==> config.mk <==
export PLATFORM = sky130hd
export DESIGN_NAME = zp_sub_arbiter
export DESIGN_NICKNAME = d
export VERILOG_FILES = /design/src/rtl/quant_pkg.sv /design/src/rtl/zp_sub_stage.sv /design/src/rtl/zp_sub_arbiter.sv
export SDC_FILE = /design/constraint.sdc
export NUM_CORES = 1
export LEC_CHECK = 0
export BUFFER_PORTS_ARGS = -buffer_cell sky130_fd_sc_hd__buf_2
export CORE_MARGIN = 5
export CORE_UTILIZATION = 28
export CTS_BUF_LIST = sky130_fd_sc_hd__clkbuf_4
export DETAILED_ROUTE_END_ITERATION = 16
export GPL_TIMING_DRIVEN = 1
export PLACE_DENSITY_LB_ADDON = 0.15
export SETUP_SLACK_MARGIN = 0.4
export SLEW_MARGIN = 25
export SYNTH_ARGS = -nofsm -noshare
export SYNTH_HDL_FRONTEND = slang
export SYNTH_SLANG_ARGS = --single-unit
==> constraint.sdc <==
create_clock -name clk -period 4.45 [get_ports clk]
set_input_delay 1.335 -clock clk [delete_from_list [all_inputs] [get_ports clk]]
set_output_delay 1.335 -clock clk [all_outputs]
set_load 0.03 [all_outputs]
==> src/rtl/quant_pkg.sv <==
// Shared quantization constants and types for the int4 datapath.
package quant_pkg;

    localparam int QDW = 4;

    localparam logic CH_ACT = 1'b0;
    localparam logic CH_WGT = 1'b1;

    typedef logic signed [QDW-1:0] qdata_t;
    typedef logic signed [QDW:0]   qdiff_t;

endpackage

==> src/rtl/zp_sub_stage.sv <==
// Registered zero-point subtraction (d - zp) with channel and frame-last sideband bits.
module zp_sub_stage #(
    parameter int DW = 4
) (
    input  logic          clk,
    input  logic          rst_n,
    input  logic          en,
    input  logic          in_valid,
    input  logic [DW-1:0] d,
    input  logic [DW-1:0] zp,
    input  logic          in_ch,
    input  logic          in_last,
    output logic          out_valid,
    output logic [DW:0]   out_data,
    output logic          out_ch,
    output logic          out_last
);

    logic          valid_q, valid_d;
    logic [DW:0]   data_q, data_d;
    logic          ch_q, ch_d;
    logic          last_q, last_d;

    // Sign-extend by one bit before subtracting so the result can never wrap.
    always_comb begin
        valid_d = valid_q;
        data_d  = data_q;
        ch_d    = ch_q;
        last_d  = last_q;
        if (en) begin
            valid_d = in_valid;
            if (in_valid) begin
                data_d = {d[DW-1], d} - {zp[DW-1], zp};
                ch_d   = in_ch;
                last_d = in_last;
            end
        end
    end

    always_ff @(posedge clk or negedge rst_n) begin
        if (!rst_n) begin
            valid_q <= 1'b0;
            data_q  <= '0;
            ch_q    <= 1'b0;
            last_q  <= 1'b0;
        end else begin
            valid_q <= valid_d;
            data_q  <= data_d;
            ch_q    <= ch_d;
            last_q  <= last_d;
        end
    end

    assign out_valid = valid_q;
    assign out_data  = data_q;
    assign out_ch    = ch_q;
    assign out_last  = last_q;

endmodule

==> src/rtl/zp_sub_arbiter.sv <==
// Round-robin arbiter sharing one zero-point subtraction stage between the
// activation (ch 0) and weight (ch 1) int4 streams, with per-channel frame counters.
module zp_sub_arbiter
    import quant_pkg::*;
#(
    parameter int DW        = 4,
    parameter int FRAME_LEN = 16,
    parameter int CW        = $clog2(FRAME_LEN)
) (
    input  logic            clk,
    input  logic            rst_n,
    input  logic            zp_wr_en,
    input  logic            zp_wr_sel,
    input  logic [DW-1:0]   zp_wr_data,
    input  logic [1:0]      req_valid,
    input  logic [2*DW-1:0] req_data,
    output logic [1:0]      req_ready,
    output logic            out_valid,
    input  logic            out_ready,
    output logic [DW:0]     out_data,
    output logic            out_ch,
    output logic            out_last
);

    localparam logic [CW-1:0] LAST_IDX = CW'(FRAME_LEN - 1);

    logic [1:0][DW-1:0] zp_q, zp_d;
    logic [1:0][CW-1:0] cnt_q, cnt_d;
    logic               last_grant_q, last_grant_d;

    logic               accept;
    logic [1:0]         grant;
    logic               sel;
    logic [DW-1:0]      sel_data;
    logic               sel_last;

    assign accept = !out_valid || out_ready;

    // Gating with rst_n keeps req_ready low while reset is held.
    always_comb begin
        grant = 2'b00;
        if (accept && rst_n) begin
            case (req_valid)
                2'b01:   grant = 2'b01;
                2'b10:   grant = 2'b10;
                2'b11:   grant = (last_grant_q == CH_WGT) ? 2'b01 : 2'b10;
                default: grant = 2'b00;
            endcase
        end
    end

    assign req_ready = grant;
    assign sel       = grant[1] ? CH_WGT : CH_ACT;
    assign sel_data  = sel ? req_data[2*DW-1:DW] : req_data[DW-1:0];
    assign sel_last  = (cnt_q[sel] == LAST_IDX);

    // A write lands at the edge, so a grant in the same cycle still sees the old zp.
    always_comb begin
        zp_d = zp_q;
        if (zp_wr_en) begin
            zp_d[zp_wr_sel] = zp_wr_data;
        end
    end

    always_comb begin
        cnt_d        = cnt_q;
        last_grant_d = last_grant_q;
        for (int k = 0; k < 2; k++) begin
            if (grant[k]) begin
                cnt_d[k] = (cnt_q[k] == LAST_IDX) ? '0 : cnt_q[k] + CW'(1);
            end
        end
        if (|grant) begin
            last_grant_d = grant[1];
        end
    end

    always_ff @(posedge clk or negedge rst_n) begin
        if (!rst_n) begin
            zp_q         <= '0;
            cnt_q        <= '0;
            last_grant_q <= CH_WGT;
        end else begin
            zp_q         <= zp_d;
            cnt_q        <= cnt_d;
            last_grant_q <= last_grant_d;
        end
    end

    zp_sub_stage #(
        .DW(DW)
    ) u_stage (
        .clk      (clk),
        .rst_n    (rst_n),
        .en       (accept),
        .in_valid (|grant),
        .d        (sel_data),
        .zp       (zp_q[sel]),
        .in_ch    (sel),
        .in_last  (sel_last),
        .out_valid(out_valid),
        .out_data (out_data),
        .out_ch   (out_ch),
        .out_last (out_last)
    );

endmodule
; Word level (Yosys, flattened, before mapping)
; Cells that the tools add are included.
[word_totals]
memories = 0
ff_bits = 25
input_bits = 19
ram_bits = 0
romBits = 0
wordCells = 41
out_inout_bits = 10
latch_bits = 0
[classes]
eq_ne = 6
muxes = 14
addsub = 3
shift = 0
div_mod_pow = 0
n_lt_le_gt_ge = 3
n_mul = 0
n_reduce_logical = 6
bitwise_logic = 0
[ops]
columns = op, count
row1 = 2-to-1 mux 4 bit, 8
row2 = == test 4 bit (second input constant), 3
row3 = adder 4 x 1 -> 4 bit (second input constant), 2
row4 = bitwise mux 8 bit, 1
row5 = case mux 2 bit (3 select lines), 1
row6 = subtractor 4 x 4 -> 5 bit, 1
row7 = demux 4 bit (select 1 bit), 1
row8 = == test 2 bit (second input constant), 2
row9 = less-than comparator 1 x 2 -> 1 bit (second input constant), 2
row10 = 2-to-1 mux 2 bit, 2
row11 = == test 2 x 1 -> 1 bit (second input constant), 1
row12 = logical AND 1 bit, 2
row13 = AND reduction 2 bit, 1
row14 = OR reduction 2 bit, 1
row15 = >= comparator 1 bit (second input constant), 1
row16 = logical NOT 1 bit, 1
row17 = logical OR 1 bit, 1
row18 = 2-to-1 mux 1 bit, 1

; Logic depth before layout (Yosys ltp)
; Gate-level depths: netlist of the first run.
[logic_depth]
depth_word = 8
ltp_mapped = 11
mapped_depth_nobuf = 11

; Modules after synthesis
; Synthesis of the first run repeated with hierarchy kept, for this count alone.
[unflattened]
cells_unflattened = 137
hier_area_um2 = 1377.6
[by_module_without_submodules]
columns = module, instances, area_each_um2, seq_area_each_um2, cells_each
row1 = zp_sub_arbiter, 1, 894.6, 426.7, 93
row2 = zp_sub_stage, 1, 483.0, 200.2, 44

; Least setup slack after synthesis of the first run
; OpenSTA, ideal clock, no wires.
[synth_timing]
path_type = input to output
start = input port out_ready
end = output port req_ready[1]
setup_slack_ns = 1.199
t_required_ns = 3.115
arrival_time_ns = 1.916
path_buffers = 1
stages = 4
path_cell_list = nand2b_4 nand4_4 inv_6 buf_4
[synth_between]
elab_chain_cells = 3
[synth_lines]
columns = item, line
row1 = "start, declared", zp_sub_arbiter.sv:19  ; input logic out_ready,
row2 = logical OR 1 bit, zp_sub_arbiter.sv:37  ; assign accept = !out_valid || out_ready;
row3 = logical AND 1 bit, zp_sub_arbiter.sv:42  ; if (accept && rst_n) begin
row4 = 2-to-1 mux 2 bit, zp_sub_arbiter.sv:42
row5 = "end, declared", zp_sub_arbiter.sv:17  ; output logic [1:0] req_ready,
; No other way between the ends.

; Worst setup path after layout of the first run
[layout_timing]
start = input port req_valid[0]
end = output port req_ready[1]
[layout_between]
elab_chain_cells = 3
elab_cells_between_ends = 5
cone_classes = eq/ne: 3 / mux: 2
[layout_lines]
columns = item, line
row1 = "start, declared", zp_sub_arbiter.sv:15  ; input logic [1:0] req_valid,
row2 = == test 2 bit or == test 2 x 1 -> 1 bit (tied branches), zp_sub_arbiter.sv:43  ; case (req_valid)
row3 = case mux 2 bit (3 select lines) (*), zp_sub_arbiter.sv:43
row4 = 2-to-1 mux 2 bit (*), zp_sub_arbiter.sv:42
; Every way passes the cells marked *; elsewhere a longest branch is shown, timed or not.

==> reports/metrics.yaml, run 1 <==
status: "finished clean"
grt_pass1_vias: 1003
max_freq_ghz: 0.279
finalCritPeriodShare_pct: 80.5
grt_max_degree: 27
tightest_slew_ps: 727
drtIter0Drc: 22
crit_path_max_fanout: 14
hpwl_mm: 2.11
cts_hold_buf: 0
synth_top_family_by_area: "simple AND/OR/NAND/NOR gates"
path_class: "primary input to output pin"
crit_family: "buffers and inverters"
setup_violations: 0
netlist.area_leader.share_pct: 45.0
setup_tns_ps: 0
max_stage_delay_ps: 270
synthTopCellsByArea: "dfrtp_1 (45%), nand2_1 (8.4%), mux2_2 (6.7%)"
arrival_ps: 2250
rrSetupSlack_ps: 2070
crit_start: "req_valid[0]"
root_buffer: "clkbuf_4"
antenna_found_initial: 0
n_antenna_cell: 0
regArea_um2: 627
min_period_ps: 3580
critical_path_buf_inv_count: 3
crit_chain: "buf_2, nand2_1, nand4_4, inv_6, buf_2"
critPathSlowestCell: "nand4_4"
critPathCaptureType: "output pin"
post_dp_cell_area_um2: 1530
cts_made_buffers: 3
grt.overflow.total: 0
worst_path_most_repeated_cell: "buf_2"
cap_violations: 0
p_per_area_nw_per_um2: 462
die-area_um2: 6250
io_pins: 29
hold_path.class: "register to register"
rr_startpoint: "last_grant_q"
p_leak_nw: 0.762
syn2layout_area_growth_pct: 16.6
synth_area_leader_cell: "dfrtp_1"
vdd_drop_max_uv: 134
firstDrtPassIters: 4
slew_violations: 0
die_h_um: 79.1
rsz0062_at_grt: "no"
synth_cells: 122
drc: 0
yosys.area_share.simple_pct: 15.5
synth_area_um2: 1340
num_vias: 960
startpoint_type: "primary input"
synth-seq-area-share_pct: 47.0
reg2regPathDepth: 9
postRouteAntennaNets: 0
synth_adder_area_share_pct: 7.12
synth_compound_area_share_pct: 12.4
multi_input_area_um2: 647
via_per_inst: 4.66
path_depth: 5
crit_end: "req_ready[1]"
final_core_util_pct: 33.4
wl_mm: 2.65
clkTransAtPathRegs_ps: 140
htreeDepth: 1
placementRows: 25
track_usage_pct: 9.09
cts_resized: 0
synth_warnings: 0
start_util_pct: 28.6
fin_nets: 179
required_ps: 3120
routedWlPerCell_um: 12.9
clkLatencyLatePin_ps: 320
maxSlewHeadroom_pct: 51.3
cts.sinks: 25
synth-xor-area-share_pct: 1.97
ys_seq_elements: 25
clock-skew-final_ps: 6.56
finalHoldViolations: 0
muxShareOfSynthArea_pct: 11.5
grt_pass1_wl_mm: 4.60
syn_avg_cell_area_um2: 10.9
core_area_um2: 4660
io_buffers: 28
fin_area_um2: 1560
cts_buffer_depth: 2
fillers: 478
postCtsSetupBuffers: 0
die_w_um: 79.1
worstReg2RegEnd: "u_stage.out_data[3]"
drive_above_1_share_pct: 34.2
gp_congestion: 0.733
tritoncts: "built"
yosysUniqueCellTypes: 37
syn_nets: 148
area by class of cell:
class | count | area share, %
timing repair buffer | 29 | 9.49
sequential | 25 | 40.3
tap | 54 | 4.34
inverter | 8 | 2.41
multi-input combinational | 86 | 41.6
clock buffer | 4 | 1.93
worst reg2reg max path: cells and delay by family, from the launching register on:
kind	cells	cell delay, ps
compound gates	2	260
fa+ha+maj	1	280
buf+inv	1	80
flops	1	600
mux	1	360
simple gates	4	650
power breakdown:
group / internal, mW / switching [mW] / leakage [nW] / total (mW)
Sequential: 0.296 / 0.0665 / 0.303 / 0.362
Combinational: 0.103 / 0.141 / 0.441 / 0.244
Clock: 0.0411 / 0.0709 / 0.0184 / 0.112
routing by layer:
layer  track usage, %  wire length (um)
met5                0                 0
met4             3.09                30
met3             1.36               124
met2             15.3              1320
met1             11.9              1180
cell usage after synthesis:
library cell	count
nand2_2	1
nor2b_1	3
nor3_1	1
buf_6	1
xnor2_1	2
a41oi_2	1
dfstp_2	1
a21oi_1	2
nor3b_1	1
nand2_1	30
inv_4	1
inv_2	1
ha_1	6
o211ai_1	1
nand4_1	2
a31oi_1	1
o31ai_1	3
o21ai_1	2
o2111ai_4	1
a21o_2	1
nand2b_4	1
buf_4	1
nand4_4	1
a21o_1	1
inv_1	5
mux2i_1	5
and4_1	1
o21ai_0	5
buf_2	1
mux2i_2	1
a311oi_1	2
dfrtp_1	24
mux2_2	8
a21boi_0	1
inv_6	1
xor2_1	1
fa_1	1
sequential cells by signal, indices dropped and copies added, names as in the netlist:
name	flops
zp_q	8
last_grant_q	1
u_stage.out_last	1
u_stage.out_data	5
u_stage.out_ch	1
cnt_q	8
u_stage.out_valid	1
logic make-up (layout without fill, tap and decap cells):
kind of cell / after synthesis / count (layout)
buf+inv: 11 / 41
compound gates: 21 / 21
mux: 14 / 14
flops: 25 / 25
fa+ha+maj: 7 / 7
simple gates: 41 / 41
xor+xnor: 3 / 3
through the flow:
stage	setup slack (ps)	hold slack, ps	power, mW	std cells
floorplan	1200	458	0.540	122
global placement	872	459	0.608	202
detailed placement	859	465	0.616	202
CTS	855	498	0.729	206
global route	788	519	0.776	206
finish	869	489	0.718	206
placed cells by master (no fill, tap or decap), types with 2 or more instances in the layout:
cell / count
mux2i_1: 5
clkbuf_4: 4
a311oi_1: 2
o21ai_1: 2
dfrtp_1: 24
mux2_2: 8
nand2_1: 30
nand4_1: 2
inv_1: 5
ha_1: 6
o21ai_0: 5
o31ai_1: 3
xnor2_1: 2
a21oi_1: 2
buf_2: 28
nor2b_1: 3
worst min-delay path by stage:
| stage | depth (start not counted) | slack, ps | start | endpoint |
|---|---|---|---|---|
| floorplan | 1 | 460 | cnt_q[3] | cnt_q[3] |
| global placement | 2 | 460 | u_stage.out_data[4] | u_stage.out_data[4] |
| detailed placement | 2 | 470 | u_stage.out_data[1] | u_stage.out_data[1] |
| CTS | 2 | 500 | u_stage.out_data[1] | u_stage.out_data[1] |
| global route | 2 | 520 | last_grant_q | last_grant_q |
| finish | 2 | 490 | u_stage.out_data[1] | u_stage.out_data[1] |
Power figures use the tool's default switching activity.
==> inputs of run 2 (changes only) <==
- clock period: 4.45 -> 3.05 ns (I/O delays scaled with it)
==> run 2 against run 1 <==
  * Combinational power rose by 51%
  * Die area unchanged
  * Routed wire length grew 3.5%
  * Worst hold slack worse by 2.2 ps
  * Clock power is 42% higher
  * Global-route usage is 0.35 points higher
  * Register-to-register slack got worse by 1400 ps
  * Sequential power up 46%
  * Sequential share of layout area fell by 0.89 points
  * Critical path depth unchanged
  * Final area grew 2.3%
==> reports/metrics.yaml, run 2 (synthesized netlist as in run 1, its figures left out) <==
clock-skew-final_ps: 0.832  # -5.72 ps
die_h_um: 79.1  # unchanged
core_area_um2: 4660  # unchanged
p_sw_mw: 0.407  # +46%
min_from: "u_stage.out_data[1]"
track_usage_pct: 9.44  # +0.35 points
critPathCaptureType: "output pin"
min_period_ps: 2590
internal_power_mw: 0.648  # +47%
clkPwrFrac_pct: 15.1  # -0.5 points
rr_startpoint: "last_grant_q"
final_core_util_pct: 34.1  # +0.75 points
p_per_area_nw_per_um2: 663  # +44%
critical_path_buf_inv_count: 4  # +1
switching_share_pct: 38.6  # -0.23 points
die_w_um: 79.1  # unchanged
antenna_found_initial: 0  # unchanged
fin_nets: 182  # +1.7%
worst_path_most_repeated_cell: "buf_2"
hold_slack_ps: 487  # -2.15 ps
fillers: 472  # -1.3%
root_buffer: "clkbuf_4"
hpwl_mm: 2.08  # -1.0%
hold_path.class: "register to register"
cts_buffer_depth: 2  # unchanged
hold-path-endpoint: "u_stage.out_data[1]"
grt_pass1_wl_mm: 4.73  # +3.0%
rrSetupSlack_ps: 680  # -1390 ps
cap_violations: 0  # unchanged
finalPower_mw: 1.05  # +47%
seq_power_share_pct: 50.0  # -0.5 points
start_util_pct: 28.6  # unchanged
max_freq_ghz: 0.386
cts.sinks: 25  # unchanged
cts_hold_buf: 0  # unchanged
vdd_drop_max_uv: 158  # +18%
firstDrtPassIters: 4  # unchanged
clkTransAtPathRegs_ps: 130  # about the same
crit_path_max_fanout: 7  # -7
required_ps: 2130  # -990 ps
drtIter0Drc: 32  # +45%
slew_violations: 0  # unchanged
startpoint_type: "primary input"
final_cell_mix: "nand2_1 (30), buf_2 (28), dfrtp_1 (24)"
maxSlewHeadroom_pct: 49.7  # -1.7 points
placementRows: 25  # unchanged
finalCritPeriodShare_pct: 84.8
reg2regPathDepth: 10  # +1
io_buffers: 28  # unchanged
drc: 0  # unchanged
max_stage_delay_ps: 310  # +40 ps
syn2layout_area_growth_pct: 19.2
tritoncts: "built"
cts_made_buffers: 3  # unchanged
critPathSlowestCell: "o2111ai_4"
final_common_cell: "nand2_1"
p_leak_nw: 0.772  # +1.3%
io_pins: 29  # unchanged
rsz0062_at_grt: "yes"
post_dp_cell_area_um2: 1530  # +0.49%
num_vias: 992  # +3.3%
htreeDepth: 1  # unchanged
drive_above_1_share_pct: 36.1  # +1.9 points
gp_congestion: 0.714  # -2.6%
finalHoldViolations: 0  # unchanged
n_antenna_cell: 0  # unchanged
p_comb_share_pct: 35.0  # +1.0 points
clkLatencyLatePin_ps: 310  # about the same
wl_mm: 2.75  # +3.5%
setup_tns_ps: 0  # unchanged
fin_area_um2: 1590  # +2.3%
routedWlPerCell_um: 13.1  # +2.0%
tightest_slew_ps: 752  # +24.7 ps
path_class: "primary input to output pin"
die-area_um2: 6250  # unchanged
crit_chain: "buf_2, inv_2, o2111ai_4, inv_4, buf_2"
hold_depth: 2  # unchanged
via_per_inst: 4.75  # +1.9%
postRouteAntennaNets: 0  # unchanged
crit_family: "buffers and inverters"
setup_violations: 0  # unchanged
grt_pass1_vias: 982  # -2.1%
grt_max_degree: 27  # unchanged
arrival_ps: 1670  # -580 ps
grt.overflow.total: 0  # unchanged
status: "finished clean"
worstReg2RegEnd: "u_stage.out_data[3]"
-- run 2: power groups by stage --
stage               combinational (mW)  sequential [mW]  clock (mW)
global route                     0.413            0.547       0.190
CTS                              0.371            0.528       0.171
global placement                 0.360            0.530           0
floorplan                        0.208            0.580           0
finish                           0.369            0.527       0.159
detailed placement               0.367            0.533           0
-- run 2: area by class of cell --
class                           count  area (um^2)  area share [%]
Multi-Input combinational cell     86          659            41.4
Sequential cell                    25          627            39.4
Timing Repair Buffer               32          170            10.7
Tap cell                           54         67.6            4.25
Inverter                            8         37.5            2.36
Clock buffer                        4         30.0            1.89
-- run 2: per-stage QoR --
| stage | cells | setup slack [ps] |
|---|---|---|
| finish | 209 | 462 |
| detailed placement | 203 | 117 |
| CTS | 208 | 425 |
| floorplan | 122 | 514 |
| global route | 209 | 391 |
| global placement | 203 | 112 |
-- run 2: layer usage --
layer  track usage, %  wire length (um)  vias up
met5                0                 0        -
met2             15.7              1410       19
li1                 -                 -      492
met4             4.12                31        0
met1             11.7              1200      479
met3             1.93               109        2
-- run 2: worst max path at each step --
stage / start / to / slack, ps / cells past startpoint
2_1_floorplan: out_ready / u_stage.out_data[4] / 510 / 11
5_1_grt: out_ready / u_stage.out_data[3] / 390 / 11
3_5_place_dp: out_ready / u_stage.out_data[4] / 120 / 11
3_3_place_gp: req_valid[0] / u_stage.out_data[4] / 110 / 11
6_report: req_valid[1] / req_ready[0] / 460 / 5
4_1_cts: out_ready / req_ready[0] / 420 / 5
-- run 2: repair_timing --
item	CTS	global route
pin swaps	1	1
resized for setup	0	2
setup buffers	1	1
endpoints found under the setup margin	1	2
-- run 2: tightest hold or removal path, cell delays in order (launching register included) --
cell,delay [ps]
dfrtp_1,360
nand2_1,40
o21ai_0,60
==> inputs of run 3 (changes only) <==
- clock period: 3.05 -> 2.2 ns (I/O delays scaled with it)
==> run 3 against run 2 <==
  * Clock-buffer cell count did not move
  * Flip-flop and latch count did not move
  * Worst setup slack worse by 330 ps
  * Register-to-register slack got worse by 470 ps
  * Critical path type unchanged
  * Sequential power increased by 39%
  * Final area is 11% higher
  * Largest cell class unchanged
  * Highest routed layer unchanged
==> reports/metrics.yaml, run 3 (synthesized netlist as in run 1, its figures left out) <==
status: "finished clean"
syn2layout_area_growth_pct: 32.0
setup_violations: 0  # unchanged
use_met3_pct: 1.36  # -0.57 points
drc: 0  # unchanged
min_period_ps: 2070
rrSetupSlack_ps: 210  # -470 ps
post_dp_cell_area_um2: 1630  # +6.4%
hold_slack_ps: 475  # -11.7 ps
rr_startpoint: "last_grant_q"
grt_max_degree: 27  # unchanged
cts_buffer_depth: 2  # unchanged
num_vias: 1053  # +6.1%
htreeDepth: 1  # unchanged
io_pins: 29  # unchanged
cts.sinks: 25  # unchanged
final_common_cell: "nand2_1"
finalHoldViolations: 0  # unchanged
via_per_inst: 4.70  # -0.96%
cap_violations: 0  # unchanged
core_area_um2: 4660  # unchanged
die_h_um: 79.1  # unchanged
max_freq_ghz: 0.483
p_leak_nw: 0.851  # +10%
firstDrtPassIters: 4  # unchanged
wl_mm: 2.93  # +6.7%
crit_path_max_fanout: 5  # -2
rsz0062_at_grt: "yes"
io_buffers: 28  # unchanged
n_antenna_cell: 0  # unchanged
routedWlPerCell_um: 13.1  # -0.44%
gp_congestion: 0.707  # -0.94%
vdd_drop_max_uv: 227  # +44%
finalCritPeriodShare_pct: 94.1
fillers: 472  # unchanged
track_usage_pct: 9.77  # +0.33 points
clock-skew-final_ps: 7.79  # +6.96 ps
startpoint_type: "primary input"
slew_violations: 0  # unchanged
finalPower_mw: 1.55  # +47%
fin_area_um2: 1760  # +11%
final_core_util_pct: 37.8  # +3.7 points
postRouteAntennaNets: 0  # unchanged
clkLatencyLatePin_ps: 320  # about the same
crit_start: "out_ready"
p_per_area_nw_per_um2: 877  # +32%
grt_use_met1_pct: 12.0  # +0.29 points
grt_pass1_wl_mm: 4.81  # +1.6%
path_class: "primary input to output pin"
critPathCaptureType: "output pin"
clkTransAtPathRegs_ps: 150  # +20 ps
fin_nets: 197  # +8.2%
arrival_ps: 1410  # -260 ps
required_ps: 1540  # -590 ps
final_cell_mix: "nand2_1 (28), buf_2 (26), dfrtp_1 (24)"
die-area_um2: 6250  # unchanged
drtIter0Drc: 14  # -56%
tightest_slew_ps: 364  # -387 ps
die_w_um: 79.1  # unchanged
start_util_pct: 28.6  # unchanged
drive_above_1_share_pct: 45.3  # +9.2 points
cts_made_buffers: 3  # unchanged
hold_path.class: "primary input to asynchronous set/reset pin"
antenna_found_initial: 0  # unchanged
setup_tns_ps: 0  # unchanged
hpwl_mm: 2.26  # +8.4%
placementRows: 25  # unchanged
top_usage_layer: "met2"
root_buffer: "clkbuf_4"
grt_pass1_vias: 1041  # +6.0%
met2_usage_pct: 16.5  # +0.76 points
maxSlewHeadroom_pct: 75.7  # +26 points
grt.overflow.total: 0  # unchanged
tritoncts: "built"
run 3: cell type report:
class	instances	area [um^2]	area share, %
clock buffers	4	30.0	1.70
inverters	8	37.5	2.13
multi-input cells	86	697	39.6
flip-flops and latches	25	627	35.6
well taps	54	67.6	3.84
repair buffers	47	303	17.2
run 3: repair_timing:
item / CTS / global route
buffers inserted: 4 / 1
gates resized for setup: 7 / 6
hold buffers: 0 / 0
pin swaps: 5 / 3
endpoints found under the setup margin: 6 / 7
run 3: final timing paths:
kind | end | cells after the start
worst max-delay path | req_ready[1] | 6
worst min-delay path | zp_q[4] | 3
worst max register to register | u_stage.out_data[3] | 9
worst min register to register | u_stage.out_data[1] | 2
max in group asynchronous | last_grant_q | 3
min in group clk | u_stage.out_data[1] | 2
run 3: worst max-delay path, cell delays in order:
cell and delay [ps]:
buf_2 80, nand2b_4 130, nand4_4 170, inv_6 130, buf_6 120, buf_6 120
run 3: through the flow:
stage | instances | setup WS, ps
finish | 224 | 129
global route | 224 | 61.0
CTS | 223 | 143
detailed placement | 215 | -171
global placement | 215 | -136
floorplan | 122 | -15.8
run 3: power breakdown:
group,internal [mW],switching [mW]
registers,0.598,0.133
logic,0.271,0.317
clock network,0.0833,0.143
run 3: metal layers:
metal  wire length (um)  vias up
met5                  0        -
met4                 36        0
met3                 98        2
met2               1450       20
met1               1350      504
li1                   -      527
